[src/rtl/delay_line.sv]
// delay_line -- runtime-configurable alignment delay.
//
// A WIDTH-bit sample is shifted through MAX_DEPTH physical register stages.
// Each stage also carries a valid bit. The output tap is chosen by a depth
// register D in the range 1..MAX_DEPTH. The chain always shifts at full
// length, so changing D simply moves the tap over the history already held.
//
// Ports:
//   clk       in   1      sole clock, posedge
//   reset     in   1      asynchronous, active-high
//   en        in   1      advance enable; the chain shifts only when en=1
//   signal    in   WIDTH  sample written into stage 0 on an enabled edge
//   flush     in   1      synchronous clear of data and valid stages (beats en)
//   depth_ld  in   1      load clamp(depth_in) into the depth register
//   depth_in  in   DW     requested depth
//   depth     out  DW     current depth register value D
//   q         out  WIDTH  stage[D-1]
//   q_valid   out  1      valid bit of stage[D-1]
module delay_line #(
  parameter int              WIDTH      = 4,
  parameter int              MAX_DEPTH  = 8,
  parameter logic [WIDTH-1:0] RESET_VAL = '0,
  parameter int              DEPTH_INIT = 1,
  localparam int             DW         = $clog2(MAX_DEPTH + 1)
) (
  input  logic             clk,
  input  logic             reset,
  input  logic             en,
  input  logic [WIDTH-1:0] signal,
  input  logic             flush,
  input  logic             depth_ld,
  input  logic [DW-1:0]    depth_in,
  output logic [DW-1:0]    depth,
  output logic [WIDTH-1:0] q,
  output logic             q_valid
);

  // A requested depth of 0 would select no stage, and anything past
  // MAX_DEPTH has no physical stage; both are pulled into range.
  function automatic logic [DW-1:0] clamp_depth(input logic [DW-1:0] v);
    if (v == '0)
      return DW'(1);
    else if (v > DW'(MAX_DEPTH))
      return DW'(MAX_DEPTH);
    else
      return v;
  endfunction

  logic [WIDTH-1:0]     r_stage [MAX_DEPTH];
  logic [MAX_DEPTH-1:0] r_vld;
  logic [DW-1:0]        r_depth;
  logic [DW-1:0]        w_sel;

  // Data, valid and depth all return to their defined values on reset:
  // the reset value is visible on q, so the data stages are cleared too.
  always_ff @(posedge clk or posedge reset) begin
    if (reset) begin
      for (int i = 0; i < MAX_DEPTH; i++) begin
        r_stage[i] <= RESET_VAL;
      end
      r_vld   <= '0;
      r_depth <= DW'(DEPTH_INIT);
    end else begin
      // Depth load is independent of the stage update so that it composes
      // with a shift or a flush on the same edge.
      if (depth_ld) begin
        r_depth <= clamp_depth(depth_in);
      end

      if (flush) begin
        for (int i = 0; i < MAX_DEPTH; i++) begin
          r_stage[i] <= RESET_VAL;
        end
        r_vld <= '0;
      end else if (en) begin
        r_stage[0] <= signal;
        r_vld[0]   <= 1'b1;
        for (int i = 1; i < MAX_DEPTH; i++) begin
          r_stage[i] <= r_stage[i-1];
          r_vld[i]   <= r_vld[i-1];
        end
      end
    end
  end

  // Output tap: stage[D-1]. D is registered, so q only moves after an edge.
  assign w_sel = r_depth - DW'(1);

  always_comb begin
    q       = RESET_VAL;
    q_valid = 1'b0;
    for (int i = 0; i < MAX_DEPTH; i++) begin
      if (w_sel == DW'(i)) begin
        q       = r_stage[i];
        q_valid = r_vld[i];
      end
    end
  end

  assign depth = r_depth;

endmodule

[config.mk]
export PLATFORM = sky130hd
export DESIGN_NAME = delay_line
export DESIGN_NICKNAME = d
export VERILOG_FILES = /design/src/rtl/delay_line.sv
export SDC_FILE = /design/constraint.sdc
export NUM_CORES = 1
export LEC_CHECK = 0
export BUFFER_PORTS_ARGS = -buffer_cell sky130_fd_sc_hd__buf_2
export CELL_PAD_IN_SITES_DETAIL_PLACEMENT = 0
export CELL_PAD_IN_SITES_GLOBAL_PLACEMENT = 2
export CORE_UTILIZATION = 35
export CTS_CLUSTER_DIAMETER = 60
export CTS_CLUSTER_SIZE = 8
export DETAILED_ROUTE_END_ITERATION = 8
export GPL_TIMING_DRIVEN = 0
export PLACE_DENSITY = 0.76
export SYNTH_ARGS = -nofsm -noshare
export SYNTH_HDL_FRONTEND = slang
export SYNTH_SLANG_ARGS = --single-unit
[constraint.sdc]
create_clock -name clk -period 1.9 [get_ports clk]
set_input_delay 0.285 -clock clk [delete_from_list [all_inputs] [get_ports clk]]
set_output_delay 0.285 -clock clk [all_outputs]
set_load 0.1 [all_outputs]
# Word-level counts from Yosys, hierarchy flattened
# Index checks and enable logic that the tools add are counted.
[classes] reduce_logical=3 muxes=22 addsub=1 magnitude_cmp=1 n_eq_ne=7
[op_table] op="32-bit 2-to-1 mux" count=2
[op_table] op="4-bit 2-to-1 mux" count=10
[op_table] op="4-bit by 3-bit equality test with 1-bit output (second input constant)" count=4
[op_table] op="8-bit 2-to-1 mux" count=2
[op_table] op="4-bit by 2-bit equality test with 1-bit output (second input constant)" count=2
[op_table] op="4-bit logical NOT" count=2
[op_table] op="1-bit 2-to-1 mux" count=8
[op_table] op="4-bit by 1-bit equality test with 1-bit output (second input constant)" count=1
[op_table] op="4-bit > comparator (second input constant)" count=1
[op_table] op="4-bit by 1-bit subtractor with 4-bit output (second input constant)" count=1
[op_table] op="2-bit nonzero test" count=1
[totals] inputBits=13 regBits=44 word_cells=44 out_inout_bits=9

# Longest topological paths before layout
[logic_depth] word_depth=10 ltp_mapped=6 depth_no_buf=4

# Worst setup path after synthesis
# Ideal clock, no wire load.
[synth_timing] path_type="register -> output" from="register r_depth[0] (netlist: depth[0])" to="output port q[1]" t_required_ps=1615 t_arrival_ps=3839 path_slack_ps=-2224 path_buffers=2 path_stages_with_launch=7 cell_sequence="dfstp_2 > buf_4 > buf_4 > a21oi_1 > nor3_1 > a22oi_1 > o31ai_1"
[synth_via] elab_chain_len=10 word_cells_on_any_way=17 classes_between="add/sub: 1; eq/ne: 7; mux: 8; reduce/logical: 1"
[synth_rtl] element="start: declaration" line="51" text="logic [DW-1:0] r_depth;"
[synth_rtl] element="start signal: assignment" line="62" text="r_depth <= DW'(DEPTH_INIT);"
[synth_rtl] element="start signal: assignment" line="67" text="r_depth <= clamp_depth(depth_in);"
[synth_rtl] element="4-bit by 1-bit subtractor with 4-bit output *" line="87" text="assign w_sel = r_depth - DW'(1);"
[synth_rtl] element="4-bit logical NOT" line="93" text="if (w_sel == DW'(i)) begin"
[synth_rtl] element="4-bit 2-to-1 mux (7 in a row)" line="93"
[synth_rtl] element="4-bit 2-to-1 mux *" line="93"
[synth_rtl] element="end: declaration" line="34" text="output logic [WIDTH-1:0] q,"
# Mark *: on every way between the ends. The rest lies on a longest branch, timed or not.

# Worst setup path after layout
[layout_timing] from="register r_depth[0] (netlist: depth[0])" to="output port q[0]"
# Same word-level chain as after synthesis.

==> reports/qor.yml <==
finClkSkew_ns: 0.00189
drc_errors: 0
setup_viol: 5
hold_class: "in2reg"
path_class: "reg2out"
yosysWarnings: 0
cp.required_ns: 1.62
cellLeakagePower_uw: 0.00132
grt_usage_pct: 18.2
io_buffers: 19
synth_seq_cells: 44
finalNetCount: 261
tightestPinTransition_ns: 0.599
grt_overflow: 0
routed_wl_um: 5300
antenna_found_initial: 0
die-area_um2: 6510
die-width_um: 80.7
cts_tree: "built"
period_share_pct: 123
vias: 1631
cp_max_fo: 6
wl_per_cell_um: 16.4
filler_cell_count: 589
syn_nets: 221
hold-path-endpoint: "depth[1]"
netlist_area_um2: 2170
netlist_instances: 208
wl_met1_um: 2670
status: "finished with violations"
rows: 28
htreeDepth: 2
reg2reg_from: "depth[0]"
yosysSeqAreaShare_pct: 50.9
gp_congestion: 0.714
drtPass1Iterations: 4
total_power_uw: 2030
first_iter_violations: 53
ant_nets: 0
tns_ns: -2.17
grt_pass1_vias: 1636
via_per_inst: 5.03
rsz0062_at_grt: "yes"
drive_gt1_share_pct: 25.7
final_cell_mix: "44 x nor2_1, 42 x mux2i_1, 40 x dfrtp_1"
pre_cts_ws_ns: -0.575
cts_sinks: 44
numCtsBuffers: 5
placed_cells: 303
core_um2: 5960
clk_pin_slew_worst_paths_ns: 0.08
synth.distinct_cells: 27
final_common_cell: "nor2_1"
fin_crit_ns: 2.34
clockBufferDepth: 2
setup_slack_ns: -0.444
hp-start: "depth_in[3]"
relSlewSlack_pct: 60.1
end_kind: "primary output"
max_freq_mhz: 427
met2_length_um: 2450
io_pins: 22
die_h_um: 80.7
rr_endpoint: "depth[0]"
cp-start-kind: "flip-flop"
grt_pass1_wl_um: 8600
highest_layer: "met4"
peakVddDrop_mv: 0.374
r2r_setup_slack_ns: 0.60
antennaDiodeCount: 0
grt_max_degree: 36
hpwlAfterDp_um: 3450
power_density_nw_per_um2: 734
area_growth_pct: 27.8
maxSlewViolCount: 0
drv_cap: 0
final_cells: 324
arrival_ns: 2.06
ff2ff_path_depth: 5
start_util_pct: 36.4
postLayoutCoreUtil_pct: 46.5
violations: "negative setup slack"
avgSynthCellArea_um2: 10.4
hold_viol: 0
insertion_delay_ns: 0.29
met3_length_um: 136
cts-root-buf: "clkbuf_8"
whs_path_depth: 2
[critical path, stage by stage (launching register included)]
cell,delay (ns)
dfstp_4,0.64
buf_12,0.12
buf_12,0.13
mux2i_2,0.22
o22ai_2,0.11
a221o_4,0.38
buf_12,0.17
[layer usage]
layer,up-vias,global-route usage (%)
met5,-,0
met4,0,4.29
met3,5,3.86
met2,20,28.9
met1,804,25.0
li1,802,-
[synthesized netlist by cell type]
master / instances / area, um2
buf_6: 1 / 11.3
dfrtp_1: 43 / 1080
nor4b_4: 1 / 23.8
o21a_1: 4 / 30.0
mux2_1: 1 / 11.3
inv_2: 2 / 7.51
o2bb2ai_1: 4 / 35.0
a221o_1: 4 / 40.0
nand2_1: 12 / 45.0
clkbuf_1: 5 / 18.8
or2_1: 1 / 6.26
inv_1: 4 / 15.0
and2b_1: 1 / 7.51
o2bb2a_1: 1 / 10.0
or3_1: 1 / 6.26
buf_2: 5 / 25.0
a22oi_1: 1 / 7.51
o31ai_1: 1 / 7.51
mux2i_1: 43 / 430
nor2_1: 44 / 165
o22ai_1: 8 / 50.1
nor3_1: 1 / 5.00
buf_4: 2 / 15.0
a21oi_1: 14 / 70.1
dfstp_2: 1 / 26.3
o22a_1: 1 / 8.76
nand2b_1: 2 / 12.5
[through the flow]
| stage | instance area [um2] | hold WS [ns] |
|---|---|---|
| 2_1_floorplan | 2240 | 0.361 |
| 3_3_place_gp | 2430 | 0.503 |
| 3_5_place_dp | 2450 | 0.222 |
| 4_1_cts | 2750 | 0.187 |
| 5_1_grt | 2770 | 0.203 |
| 6_report | 2770 | 0.200 |
[repair_timing]
action | 4_1_cts | 5_1_grt
gates resized for setup | 27 | 2
endpoints found under the hold margin | 9 | 0
hold buffers | 1 | 0
setup endpoints to repair | 5 | 5
setup buffers | 11 | 1
cloned | 0 | 0
pin swaps | 7 | 2
[flip-flops by register name, indices dropped and copies added (netlist names)]
name     count
depth        4
r_stage     32
r_vld        8
[how the worst max path moves through the flow]
stage	from	to	cells after the start
after global placement	depth[1]	q[1]	5
after detailed placement	depth[1]	q[1]	5
after global routing	depth[0]	q[2]	6
after floorplan	depth[0]	q[1]	6
after CTS	depth[0]	q[0]	6
final	depth[0]	q[0]	6
[area by class of cell]
class / instances / area, um2 / share of cell area (%)
sequential: 44 / 1110 / 40.2
multi-input combinational: 145 / 1050 / 38.0
timing repair buffer: 33 / 303 / 10.9
buffer: 13 / 95.1 / 3.43
tap: 75 / 93.8 / 3.39
clock buffer: 8 / 90.1 / 3.25
inverter: 6 / 22.5 / 0.813
[cells by family (layout without fill, tap and decap cells)]
group                  after synthesis  after routing  share of synthesized area (%)
AOI/OAI and AO/OA                   38             38                           12.0
buffers and inverters               19             60                           4.27
DFF                                 44             44                           50.9
muxes                               44             44                           20.4
and+or+nand+nor                     63             63                           12.5
[power breakdown]
part / internal [uW] / total, uW / switching, uW
clock: 297 / 608 / 311
sequential: 961 / 984 / 22.6
combinational: 173 / 442 / 269
total: 1430 / 2030 / 602
No activity file was read; power rests on OpenSTA's default activity.
